==> config.mk <==
export PLATFORM = sky130hd
export DESIGN_NAME = truth_table_sweeper
export DESIGN_NICKNAME = d
export VERILOG_FILES = /design/src/rtl/truth_table_sweeper_pkg.sv /design/src/rtl/truth_table_sweeper_dwell_timer.sv /design/src/rtl/truth_table_sweeper.sv
export SDC_FILE = /design/constraint.sdc
export NUM_CORES = 1
export LEC_CHECK = 0
export ABC_AREA = 1
export BUFFER_PORTS_ARGS = -buffer_cell sky130_fd_sc_hd__buf_2
export CORE_MARGIN = 5
export CORE_UTILIZATION = 58
export CTS_CLUSTER_SIZE = 28
export DETAILED_ROUTE_END_ITERATION = 8
export GPL_ROUTABILITY_DRIVEN = 0
export PLACE_DENSITY_LB_ADDON = 0.3
export SLEW_MARGIN = 20
export SYNTH_ARGS = -nofsm -noshare
export SYNTH_HDL_FRONTEND = slang
export SYNTH_SLANG_ARGS = --single-unit
==> constraint.sdc <==
create_clock -name clk -period 4.1 [get_ports clk]
set_input_delay 1.025 -clock clk [delete_from_list [all_inputs] [get_ports clk]]
set_output_delay 1.025 -clock clk [all_outputs]
set_load 0.01 [all_outputs]
==> src/rtl/truth_table_sweeper_pkg.sv <==
// Shared definitions for the truth-table sweeper.
//   state_t : FSM state encodings (IDLE=0, RUN=1, DONE=2)
//   cnt_w() : counter width for a mod-n counter, never narrower than 1 bit
package truth_table_sweeper_pkg;

    typedef enum logic [1:0] {
        ST_IDLE = 2'd0,
        ST_RUN  = 2'd1,
        ST_DONE = 2'd2
    } state_t;

    // Width needed to hold 0..n-1; at least 1 so DWELL=1 still gets a real register.
    function automatic int cnt_w(input int n);
        int w;
        w = 1;
        while ((1 << w) < n) w++;
        return w;
    endfunction

endpackage

==> src/rtl/truth_table_sweeper_dwell_timer.sv <==
// Mod-DWELL hold counter for the sweeper.
//   clk  : rising-edge clock
//   rst  : synchronous active-high reset (count -> 0)
//   clr  : synchronous clear (count -> 0), wins over en
//   en   : count enable
//   tick : high while en=1 and the count sits on its last value (DWELL-1)
module dwell_timer
    import truth_table_sweeper_pkg::*;
#(
    parameter int DWELL = 20
) (
    input  logic clk,
    input  logic rst,
    input  logic clr,
    input  logic en,
    output logic tick
);

    localparam int             CW   = cnt_w(DWELL);
    localparam logic [CW-1:0]  LAST = CW'(DWELL - 1);

    logic [CW-1:0] dwell_cnt;

    always_ff @(posedge clk) begin
        if (rst || clr)
            dwell_cnt <= '0;
        else if (en)
            dwell_cnt <= (dwell_cnt == LAST) ? '0 : dwell_cnt + CW'(1);
    end

    assign tick = en && (dwell_cnt == LAST);

endmodule

==> src/rtl/truth_table_sweeper.sv <==
// Exhaustive truth-table sweeper: drives stim 0..2^N_IN-1, holds each vector
// DWELL cycles, compares dut_out against exp_out at the end of each hold.
//   clk, rst       : clock, synchronous active-high reset
//   start, abort   : begin a sweep (when not busy) / stop a running sweep
//   dut_out        : DUT outputs        exp_out : golden outputs
//   stim           : current vector     busy/done/pass : sweep status
//   err_count      : mismatching vectors
//   first_err_vec  : stim of first mismatch (0 if none)
//   fail_mask      : sticky OR of dut_out ^ exp_out
module truth_table_sweeper
    import truth_table_sweeper_pkg::*;
#(
    parameter int N_IN  = 4,
    parameter int N_OUT = 2,
    parameter int DWELL = 20
) (
    input  logic             clk,
    input  logic             rst,
    input  logic             start,
    input  logic             abort,
    input  logic [N_OUT-1:0] dut_out,
    input  logic [N_OUT-1:0] exp_out,
    output logic [N_IN-1:0]  stim,
    output logic             busy,
    output logic             done,
    output logic             pass,
    output logic [N_IN:0]    err_count,
    output logic [N_IN-1:0]  first_err_vec,
    output logic [N_OUT-1:0] fail_mask
);

    state_t           state, nxt_state;
    logic [N_IN-1:0]  nxt_stim, nxt_first;
    logic [N_IN:0]    nxt_err;
    logic [N_OUT-1:0] nxt_mask;
    logic             nxt_pass;
    logic             tick, timer_clr, mismatch;

    dwell_timer #(.DWELL(DWELL)) u_dwell (
        .clk  (clk),
        .rst  (rst),
        .clr  (timer_clr),
        .en   (state == ST_RUN),
        .tick (tick)
    );

    assign mismatch = (dut_out != exp_out);
    assign busy     = (state == ST_RUN);
    assign done     = (state == ST_DONE);

    always_ff @(posedge clk) begin
        if (rst) begin
            state         <= ST_IDLE;
            stim          <= '0;
            pass          <= 1'b0;
            err_count     <= '0;
            first_err_vec <= '0;
            fail_mask     <= '0;
        end else begin
            state         <= nxt_state;
            stim          <= nxt_stim;
            pass          <= nxt_pass;
            err_count     <= nxt_err;
            first_err_vec <= nxt_first;
            fail_mask     <= nxt_mask;
        end
    end

    always_comb begin
        nxt_state = state;
        nxt_stim  = stim;
        nxt_pass  = pass;
        nxt_err   = err_count;
        nxt_first = first_err_vec;
        nxt_mask  = fail_mask;
        timer_clr = 1'b0;
        case (state)
            ST_IDLE, ST_DONE: begin
                // abort is meaningless here, so start always wins
                if (start) begin
                    nxt_state = ST_RUN;
                    nxt_stim  = '0;
                    nxt_pass  = 1'b0;
                    nxt_err   = '0;
                    nxt_first = '0;
                    nxt_mask  = '0;
                    timer_clr = 1'b1;
                end
            end
            ST_RUN: begin
                if (abort) begin
                    // statistics keep their partial values; a compare on this edge is dropped
                    nxt_state = ST_IDLE;
                    nxt_stim  = '0;
                    nxt_pass  = 1'b0;
                    timer_clr = 1'b1;
                end else if (tick) begin
                    if (mismatch) begin
                        nxt_err  = err_count + (N_IN+1)'(1);
                        nxt_mask = fail_mask | (dut_out ^ exp_out);
                        if (err_count == '0)
                            nxt_first = stim;
                    end
                    if (stim == '1) begin
                        nxt_state = ST_DONE;
                        nxt_pass  = (nxt_err == '0);
                    end else begin
                        nxt_stim = stim + N_IN'(1);
                    end
                end
            end
            default: nxt_state = ST_IDLE;
        endcase
    end

endmodule

Yosys cells after proc, flatten, opt, wreduce, memory -nomap -nowiden
Index checks and enable logic that the tools add are counted.
{ "classes": {"eq_ne": 13, "muxes": 37, "n_addsub": 3, "n_reduce_logical": 13, "bitwise_logic": 2} }
{ "op_table": {"columns": ["operator", "n"], "rows": [
  ["2-to-1 mux 5 bit", 8],
  ["2-to-1 mux 4 bit", 8],
  ["2-to-1 mux 2 bit", 8],
  ["one-hot mux 4 bit (2 select lines)", 2],
  ["AND reduction 4 bit", 3],
  ["adder 5 x 1 -> 5 bit, second input constant", 2],
  ["logical NOT 5 bit", 2],
  ["inequality test 2 bit, second input constant", 5],
  ["one-hot mux 5 bit (2 select lines)", 1],
  ["inequality test 3 bit, second input constant", 3],
  ["one-hot mux 2 bit (2 select lines)", 2],
  ["2-to-1 mux 1 bit", 6],
  ["AND reduction 6 bit", 1],
  ["equality test 5 bit, second input constant", 1],
  ["AND reduction 5 bit", 1],
  ["adder 4 x 1 -> 4 bit, second input constant", 1],
  ["equality test 4 bit, second input constant", 1],
  ["one-hot mux 1 bit (2 select lines)", 2],
  ["AND reduction 3 bit", 1],
  ["equality test 2 x 1 -> 1 bit, second input constant", 1],
  ["equality test 2 bit, second input constant", 1],
  ["logical NOT 2 bit", 1],
  ["inequality test 2 bit", 1],
  ["OR 2 bit", 1],
  ["5 further kinds", 5]
]} }
{ "word_totals": {"input_bits": 8, "reg_bits": 23, "word_cells": 75, "out_inout_bits": 18} }

Depth between registers and ports, before layout
Gate-level depths: netlist (run 1).
{ "logic_depth": {"ltp_word": 10, "ltp_mapped": 12} }

Cells and area by module
A second synthesis (run 1) with hierarchy kept.
{ "unflattened": {"hier_cells": 192, "hier_area_um2": 1298.7} }
{ "modules_own_cells": {"columns": ["mod", "cells_each", "area_per_inst_um2", "seq_area_each_um2", "n_inst"], "rows": [
  ["truth_table_sweeper", 156, 1049.8, 360.3, 1],
  ["dwell_timer", 36, 249.0, 100.1, 1]
]} }

Worst setup path after synthesis (run 1)
Ideal clock, no wire load.
{ "synth_path": {"path_type": "input to register", "start": "input dut_out[0]", "end": "register first_err_vec[0]", "setup_slack_ns": 2.183, "path_stages": 10, "setup_ns": 0.113, "n_path_buf": 0, "arrival_ns": 1.804, "cell_sequence": "inv_1 > nand2_1 > nand2_1 > nand2_1 > nand4_1 > nand2_1 > nand2_4 > clkinv_2 > nor2_1 > nor2_1"} }
{ "synth_between": {"elab_chain_len": 3} }
{ "synth_lines": {"columns": ["element", "line_no", "source"], "rows": [
  ["from (decl)", "truth_table_sweeper.sv:21", "input logic [N_OUT-1:0] dut_out,"],
  ["inequality test 2 bit", "truth_table_sweeper.sv:47", "assign mismatch = (dut_out != exp_out);"],
  ["inequality test 2 bit (no source line)", null, null],
  ["AND reduction 6 bit (no source line)", null, null],
  ["to (signal assigned)", "truth_table_sweeper.sv:64", "first_err_vec <= nxt_first;"],
  ["to (decl)", "truth_table_sweeper.sv:28", "output logic [N_IN-1:0] first_err_vec,"]
]} }
Every way passes these cells.
A chain may end at the register's enable or synchronous reset.

Final worst setup path (run 1)
{ "layout_path": {"start": "register state[0]", "end": "output busy"} }
{ "layout_between": {"elab_chain_len": 1} }
{ "layout_lines": {"columns": ["element", "line_no", "source"], "rows": [
  ["from (decl)", "truth_table_sweeper.sv:32", "state_t state, nxt_state;"],
  ["from (signal assigned)", "truth_table_sweeper.sv:60", "state <= nxt_state;"],
  ["equality test 2 x 1 -> 1 bit", "truth_table_sweeper.sv:48", "assign busy = (state == ST_RUN);"],
  ["to (decl)", "truth_table_sweeper.sv:24", "output logic busy,"]
]} }
Every way passes these cells.

==> results of run 1 <==
==> cell families after synthesis <==
family | Yosys count | synth area share [%]
flip-flops | 23 | 34.8
adder cells (fa/ha/maj) | 4 | 3.78
XOR/XNOR | 3 | 1.99
AND/OR/NAND/NOR | 111 | 39.0
AO/OA/AOI/OAI | 23 | 9.74
buffers and inverters | 35 | 10.7
==> metal layers <==
| metal | part of all wire [%] | wire length (um) | vias up | track usage (%) |
|---|---|---|---|---|
| met1 | 44 | 1210 | 580 | 20.1 |
| met4 | 0.80 | 22 | 0 | 5.63 |
| met2 | 48 | 1330 | 36 | 30.3 |
| met3 | 7.1 | 196 | 4 | 3.12 |
| li1 | - | - | 678 | - |
| met5 | 0 | 0 | - | 0 |
==> power by group through the flow <==
stage | Sequential (W) | Combinational, W | Clock [W]
2_1_floorplan | 0.000244 | 0.0000512 | 0
3_3_place_gp | 0.000241 | 0.0000731 | 0
3_5_place_dp | 0.000242 | 0.0000756 | 0
4_1_cts | 0.000237 | 0.0000760 | 0.000110
5_1_grt | 0.000238 | 0.0000853 | 0.000119
6_report | 0.000237 | 0.0000752 | 0.000107
==> how the worst min path moves through the flow <==
stage                               from              endpoint  slack (ps)  cells after the start
CTS                         fail_mask[1]          fail_mask[1]         460                      2
global placement            fail_mask[1]          fail_mask[1]         440                      2
detailed placement          fail_mask[1]          fail_mask[1]         440                      2
finish                      fail_mask[1]          fail_mask[1]         450                      2
global route                fail_mask[0]          fail_mask[0]         490                      2
floorplan           u_dwell.dwell_cnt[1]  u_dwell.dwell_cnt[1]         460                      2
==> registers in the layout, indices dropped and copies added (netlist names) <==
| register | count |
|---|---|
| pass | 1 |
| first_err_vec | 4 |
| fail_mask | 2 |
| state | 2 |
| stim | 4 |
| u_dwell.dwell_cnt | 5 |
| err_count | 5 |
==> placed cells by master, fill, tap and decap left out, types with 3 or more instances in the layout <==
cell      count
dfxtp_1      23
clkbuf_4      3
nand4_1       3
ha_1          4
buf_2        25
nor3_1        5
inv_1        26
a21oi_1      14
nor2_1       31
nand3_1      16
nand2_4       3
inv_2         3
nand2_1      48
o21ai_1       5
==> area by class of cell <==
class	instances	area (um2)	share of cell area, %
inverter	32	129	8.60
clock inverter	1	5.00	0.334
sequential	23	460	30.7
tap	28	35.0	2.34
multi-input combinational	141	722	48.2
clock buffer	3	22.5	1.50
timing repair buffer	25	125	8.35
==> stage by stage <==
step                hold slack, ps  util [%]
global route                   488      68.4
detailed placement             437      67.2
floorplan                      458         -
global placement               437      67.2
CTS                            456      68.4
finish                         454      68.4
==> worst register-to-register path: cells and delay by family, from the launching register on <==
kind	cells	cell delay, ps
buffers and inverters	2	130
flip-flops	1	410
AO/OA/AOI/OAI	1	140
AND/OR/NAND/NOR	6	650
adder cells (fa/ha/maj)	1	190
==> reports/results.txt, run 1 <==
HPWL after DPL: 2.20 mm
nets: 238
Final Instance Count excl. Fillers: 253
Vias: 1298
Layout fillers: 214
average wire per standard cell: 10.9 um
CP Class: reg2out
share of power burned in registers: 56.6%
pin count of the biggest net entering global routing: 15
Slew HR: 80.1%
fraction of power spent switching nets: 30.0%
first-pass GRT wire length: 4.62 mm
Top FF cell, synth: dfxtp_1
Psw: 0.000126 W
P per Cell Area: 279 nW/um2
worst reg2reg path startpoint: u_dwell.dwell_cnt[0]
Leak Pwr: 0.730 nW
worst vdd rail ir drop: 226 uV
internal power: 0.000293 W
Antenna diodes: 0
Net Count, Synth: 211
Synth area leaders: dfxtp_1 35%, nand2_1 14%, nor2_1 8.8%
gr usage total: 16.9%
initial antenna violation count: 0
CP bufs+invs: 2
Hold Buf Count CTS: 0
Clk Latency, worst-skew pair: 310 ps
Syn-to-layout area delta: 13.2%
RR Endpoint: first_err_vec[0]
number of global-route vias before repair: 1203
Iter 0 DRT Violations: 34
post-route cell area: 1500 um2
outcome: finished clean
R2R depth: 10
yosys warns: 0
drt pass-1 iters: 4
Routed WL: 2.76 mm
placed insts: 249
Worst Setup SP: state[0]
root buffer cell: clkbuf_4
mapped cell area: 1320 um2
CTS clock-pin slew for the worst setup and hold paths: 130 ps
leading area contributor after synthesis: dfxtp_1
Die H: 57.8 um
crit path to: busy
Final setup violation count: 0
Setup WS post-layout: 1890 ps
hold violation count in the final report: 0
Resized cells post-CTS: 0
DP Worst Slack: 1920 ps
Setup crit end kind: primary output
MaxCap Viol Count: 0
worst-path cell chain: nand2_4 -> inv_6 -> buf_2
row count: 17
Post-Syn Instances: 199
DIE AREA: 3340 um2
Initial Util: 60.4%
Crit-path slowest cell: dfxtp_1
Logic pwr share: 18.0%
H-tree depth: 1
CP Depth: 3
RSZ-0062 raised after global routing: no
R2R Setup Slk: 2470 ps
GRT overflow: 0
Die Wd: 57.8 um
Critical Path AT: 1180 ps
Max Fanout on Critical Path: 14
Slew @ Worst Pin: 298 ps
startpoint types: register
largest delay contributor family on the critical path: flip-flops
CTS tree: yes
port bufs: 25
Pwr Total: 0.000419 W
Placed Area: 1470 um2
Max Root-Sink Buffers: 2
Cell variety after synth: 28
Synth Register Bits: 23
layout cells sized above 1: 19.6%
WP data required: 3070 ps
clock share of power: 25.5%
worst hold path type: reg2reg
clock sinks: 23
Final TNS setup: 0 ps
Inserted Clock Buffers: 3
via/cell ratio: 5.13
Synth Area per Inst: 6.65 um2
ys async rst share: 0%
CORE AREA: 2190 um2
Post-route DRC: 0
Final Max Slew Viols: 0
top-count cell post-synth: nand2_1
top cells by count, synth: 48 x nand2_1, 31 x nor2_1, 26 x inv_1
post-synth top area share: 34.8%
Final Skew: 7.92 ps
Final min period: 2210 ps
sequential share of the synthesized area: 34.8%
Routed Antenna Nets: 0
IO Count: 26
fin crit share: 53.8%
FMAX: 453 MHz
Post-synth EDFFs: 0
Max stage delay on crit path: 460 ps
post-CTS setup buffers: 0
Note: power is estimated with default switching activity, not from simulation.
==> run 2, diff against run 1 <==
- CORE_UTILIZATION: 58 -> 49
- clock period: 4.1 -> 1.8 ns (I/O delays scaled with it)
==> reports/results.txt, run 2 (synthesis gave the netlist of run 1 again) <==
outcome: finished clean
H-tree depth: 1 (unchanged)
root buffer cell: clkbuf_4
FMAX: 616 MHz
CP Class: reg2out
clock sinks: 23 (unchanged)
DP Worst Slack: 205 ps (-1710 ps)
gr usage total: 15.1% (-1.8 points)
most common cell after layout, fill and taps aside: nand2_1
MaxCap Viol Count: 0 (unchanged)
Slew @ Worst Pin: 305 ps (+7.24 ps)
P per Cell Area: 628 nW/um2 (+120%)
Final Max Slew Viols: 0 (unchanged)
IO Count: 26 (unchanged)
Leak Pwr: 0.728 nW (-0.37%)
Final Skew: 2.95 ps (-4.97 ps)
row count: 18 (+1)
layout cells sized above 1: 19.1% (-0.44 points)
pin count of the biggest net entering global routing: 15 (unchanged)
largest delay contributor family on the critical path: flip-flops
CP bufs+invs: 2 (unchanged)
Routed Antenna Nets: 0 (unchanged)
Clk Latency, worst-skew pair: 300 ps (about the same)
Setup crit end kind: primary output
average wire per standard cell: 9.81 um (-9.9%)
worst hold path type: in2reg
CORE AREA: 2520 um2 (+15%)
Hold Buf Count CTS: 0 (unchanged)
Largest regs: err_count: 5 flops, u_dwell.dwell_cnt: 5 flops
Die Wd: 62.0 um (+7.3%)
R2R Setup Slk: 250 ps (-2220 ps)
hold path startpoint: rst
RR Endpoint: first_err_vec[1]
commonest cells after routing, fill and taps aside: 48 x nand2_1, 31 x nor2_1, 26 x inv_1, 25 x buf_2, 23 x dfxtp_1
worst-path cell chain: nand2_4 -> inv_6 -> buf_2
fin crit share: 90.2%
Max stage delay on crit path: 460 ps (about the same)
Initial Util: 52.5% (-7.9 points)
drt pass-1 iters: 4 (unchanged)
Antenna diodes: 0 (unchanged)
worst hold stages: 2 (unchanged)
Crit-path slowest cell: dfxtp_1
Max Fanout on Critical Path: 14 (unchanged)
Routed WL: 2.50 mm (-9.2%)
DIE AREA: 3840 um2 (+15%)
initial antenna violation count: 0 (unchanged)
via/cell ratio: 4.78 (-6.9%)
Die H: 62.0 um (+7.3%)
Post-route DRC: 0 (unchanged)
Slew HR: 79.6% (-0.48 points)
startpoint types: register
R2R depth: 10 (unchanged)
CTS tree: yes
GRT overflow: 0 (unchanged)
Inserted Clock Buffers: 3 (unchanged)
WP data required: 1350 ps (-1720 ps)
Vias: 1218 (-6.2%)
hold violation count in the final report: 0 (unchanged)
first-pass GRT wire length: 4.40 mm (-4.6%)
Final min period: 1620 ps
Setup WS post-layout: 176 ps (-1720 ps)
worst vdd rail ir drop: 515 uV (+130%)
Iter 0 DRT Violations: 43 (+26%)
Max Root-Sink Buffers: 2 (unchanged)
Final TNS setup: 0 ps (unchanged)
worst reg2reg path startpoint: u_dwell.dwell_cnt[0]
nets: 238 (unchanged)
Syn-to-layout area delta: 13.3% (about the same)
Resized cells post-CTS: 0 (unchanged)
Min-Delay Endpoint: state[1]
port bufs: 25 (unchanged)
number of global-route vias before repair: 1043 (-13%)
Final setup violation count: 0 (unchanged)
post-CTS setup buffers: 0 (unchanged)
Layout fillers: 271 (+27%)
CTS clock-pin slew for the worst setup and hold paths: 120 ps (about the same)
HPWL after DPL: 2.00 mm (-9.0%)
RSZ-0062 raised after global routing: no
Critical Path AT: 1170 ps (about the same)
## run 2: cell count changes in the layout (fill, tap and decap cells not counted)
cell      previous run  this run
clkbuf_1             0         1
clkinv_2             2         1
## run 2: final cells by class
type / instances / area [um2] / share of cell area (%)
timing repair buffer: 25 / 125 / 8.34
multi-input combinational: 141 / 722 / 48.1
clock buffer: 4 / 26.3 / 1.75
tap: 30 / 37.5 / 2.50
sequential: 23 / 460 / 30.7
inverter: 32 / 129 / 8.59
## run 2: metal layers
| layer | track usage (%) | share of wire (%) | up-vias | wire length, um |
|---|---|---|---|---|
| met2 | 22.8 | 43 | 24 | 1070 |
| met3 | 3.93 | 5.9 | 2 | 147 |
| met4 | 3.64 | 0.76 | 0 | 19 |
| li1 | - | - | 681 | - |
| met1 | 21.5 | 51 | 511 | 1270 |
| met5 | 0 | 0 | - | 0 |
## run 2: stage by stage
stage                     power (W)  utilization (%)  hold WS [ps]  area (um2)  cells
final                      0.000942             59.5           411        1500    255
after global routing        0.00100             59.5           407        1500    255
after CTS                  0.000954             59.5           406        1500    255
after detailed placement   0.000721             58.4           440        1470    251
after global placement     0.000720             58.4           443        1470    251
after floorplan            0.000674                -           458        1320    199
## run 2: report_power, final
part	switching (W)	internal [W]	total, W
clock	0.000146	0.0000864	0.000232
combinational	0.000113	0.0000573	0.000171
sequential	0.0000123	0.000527	0.000539
total	0.000271	0.000670	0.000942
## run 2: how the worst max path moves through the flow
| stage | slack [ps] | cells past startpoint | endpoint | from |
|---|---|---|---|---|
| 5_1_grt | 40 | 11 | pass | u_dwell.dwell_cnt[0] |
| 3_5_place_dp | 210 | 11 | first_err_vec[0] | dut_out[0] |
| 4_1_cts | 160 | 3 | busy | state[0] |
| 3_3_place_gp | 210 | 11 | first_err_vec[0] | dut_out[0] |
| 2_1_floorplan | 400 | 10 | first_err_vec[0] | u_dwell.dwell_cnt[0] |
| 6_report | 180 | 3 | busy | state[0] |
==> run 3, diff against run 2 <==
- CELL_PAD_IN_SITES_DETAIL_PLACEMENT: default -> 0
- CELL_PAD_IN_SITES_GLOBAL_PLACEMENT: default -> 2
- CORE_UTILIZATION: 49 -> 26
==> reports/results.txt, run 3 (synthesis gave the netlist of run 1 again) <==
outcome: finished clean
fraction of power spent switching nets: 30.0% (+1.2 points)
FMAX: 631 MHz (+2.4%)
CTS tree: yes
Vias: 1266 (+3.9%)
GRT overflow: 0 (unchanged)
Largest regs: err_count: 5 flops, u_dwell.dwell_cnt: 5 flops
Crit-path slowest cell: dfxtp_1
Inserted Clock Buffers: 3 (unchanged)
Antenna diodes: 0 (unchanged)
DP Worst Slack: 130 ps (-75.8 ps)
Clk Latency, worst-skew pair: 270 ps (-30 ps)
drt pass-1 iters: 4 (unchanged)
gr usage total: 10.5% (-4.6 points)
Max stage delay on crit path: 440 ps (-20 ps)
Die H: 81.4 um (+31%)
worst hold path type: in2reg
initial antenna violation count: 0 (unchanged)
Final Max Slew Viols: 0 (unchanged)
clock share of power: 32.5% (+7.9 points)
R2R Setup Slk: 220 ps (-30 ps)
CP Class: reg2out
Layout fillers: 601 (+120%)
startpoint types: register
Final min period: 1590 ps (-38.5 ps)
DIE AREA: 6620 um2 (+72%)
Min-Delay Endpoint: err_count[1]
MaxCap Viol Count: 0 (unchanged)
Critical Path AT: 1140 ps (-30 ps)
worst vdd rail ir drop: 386 uV (-25%)
WP data required: 1350 ps (about the same)
RSZ-0062 raised after global routing: no
Final Skew: 5.56 ps (+2.61 ps)
Final TNS setup: 0 ps (unchanged)
Max Fanout on Critical Path: 14 (unchanged)
CORE AREA: 5010 um2 (+99%)
worst reg2reg path startpoint: u_dwell.dwell_cnt[0]
HPWL after DPL: 2.47 mm (+23%)
nets: 238 (unchanged)
port bufs: 25 (unchanged)
fin crit share: 88.1% (-2.1 points)
Slew HR: 78.3% (-1.3 points)
Die Wd: 81.4 um (+31%)
Slew @ Worst Pin: 325 ps (+20.0 ps)
Leak Pwr: 0.734 nW (+0.93%)
Post-route DRC: 0 (unchanged)
number of global-route vias before repair: 1162 (+11%)
clock sinks: 23 (unchanged)
worst-path cell chain: nand2_4 -> inv_6 -> buf_2
Max Root-Sink Buffers: 2 (unchanged)
hold violation count in the final report: 0 (unchanged)
via/cell ratio: 4.29 (-10%)
Setup WS post-layout: 214 ps (+38.5 ps)
Iter 0 DRT Violations: 48 (+12%)
Setup crit end kind: primary output
Logic pwr share: 16.5% (-1.6 points)
average wire per standard cell: 10.7 um (+8.7%)
Initial Util: 26.4% (-26 points)
P per Cell Area: 672 nW/um2 (+7.1%)
placed insts: 291 (+16%)
internal power: 0.000741 W (+10%)
layout cells sized above 1: 19.6% (+0.44 points)
Routed WL: 3.15 mm (+26%)
CTS clock-pin slew for the worst setup and hold paths: 90 ps (-30 ps)
fin util: 31.4% (-28 points)
R2R depth: 10 (unchanged)
Hold Buf Count CTS: 0 (unchanged)
Syn-to-layout area delta: 18.8%
post-CTS setup buffers: 0 (unchanged)
hold path startpoint: rst
root buffer cell: clkbuf_8
worst hold stages: 2 (unchanged)
share of power burned in registers: 51.0% (-6.2 points)
most common cell after layout, fill and taps aside: nand2_1
Resized cells post-CTS: 0 (unchanged)
largest delay contributor family on the critical path: flip-flops
first-pass GRT wire length: 5.31 mm (+21%)
pin count of the biggest net entering global routing: 15 (unchanged)
Psw: 0.000317 W (+17%)
H-tree depth: 1 (unchanged)
commonest cells after routing, fill and taps aside: 48 x nand2_1, 31 x nor2_1, 26 x inv_1, 25 x buf_2, 23 x dfxtp_1
IO Count: 26 (unchanged)
Routed Antenna Nets: 0 (unchanged)
row count: 26 (+8)
Final setup violation count: 0 (unchanged)
RR Endpoint: first_err_vec[2]
Final Instance Count excl. Fillers: 295 (+16%)
CP bufs+invs: 2 (unchanged)
## run 3: changes by cell type in the layout (fill, tap and decap cells not counted)
cell	before	now
clkinvlp_4	0	1
clkbuf_8	0	3
clkbuf_1	1	0
clkbuf_4	3	0
## run 3: power by group through the flow
| stage | clock network [W] | registers, W | logic (W) |
|---|---|---|---|
| after floorplan | 0 | 0.000557 | 0.000117 |
| after global placement | 0 | 0.000551 | 0.000180 |
| after detailed placement | 0 | 0.000552 | 0.000178 |
| after CTS | 0.000365 | 0.000540 | 0.000178 |
| after global routing | 0.000380 | 0.000543 | 0.000200 |
| final | 0.000344 | 0.000539 | 0.000174 |
## run 3: how the worst max path moves through the flow
stage / slack [ps] / depth (start not counted) / startpoint / endpoint
5_1_grt: 70 / 10 / u_dwell.dwell_cnt[0] / first_err_vec[2]
2_1_floorplan: 400 / 10 / u_dwell.dwell_cnt[0] / first_err_vec[0]
3_3_place_gp: 110 / 10 / dut_out[0] / first_err_vec[1]
6_report: 210 / 3 / state[0] / busy
3_5_place_dp: 130 / 11 / dut_out[0] / first_err_vec[1]
4_1_cts: 190 / 3 / state[0] / busy
## run 3: final cells by class
| cell class | instances | area, um2 | area share [%] |
|---|---|---|---|
| multi-input cells | 141 | 722 | 45.9 |
| flip-flops and latches | 23 | 460 | 29.3 |
| inverters | 32 | 129 | 8.19 |
| repair buffers | 25 | 125 | 7.96 |
| well taps | 70 | 87.6 | 5.57 |
| clock buffers | 3 | 41.3 | 2.63 |
| clock inverters | 1 | 7.51 | 0.477 |
## run 3: routing by layer
| metal | up-vias | GRT usage [%] | routed length (um) |
|---|---|---|---|
| met5 | - | 0 | 0 |
| met2 | 23 | 17.9 | 1550 |
| met1 | 566 | 12.9 | 1440 |
| met3 | 2 | 3.10 | 139 |
| met4 | 0 | 2.53 | 14 |
| li1 | 675 | - | - |
## run 3: per-stage QoR
stage                     hold slack (ps)  instance area [um2]  power (W)
after detailed placement              454                 1520   0.000730
final                                 444                 1570    0.00106
after global placement                452                 1520   0.000732
after global routing                  446                 1570    0.00112
after floorplan                       458                 1320   0.000674
after CTS                             445                 1570    0.00108
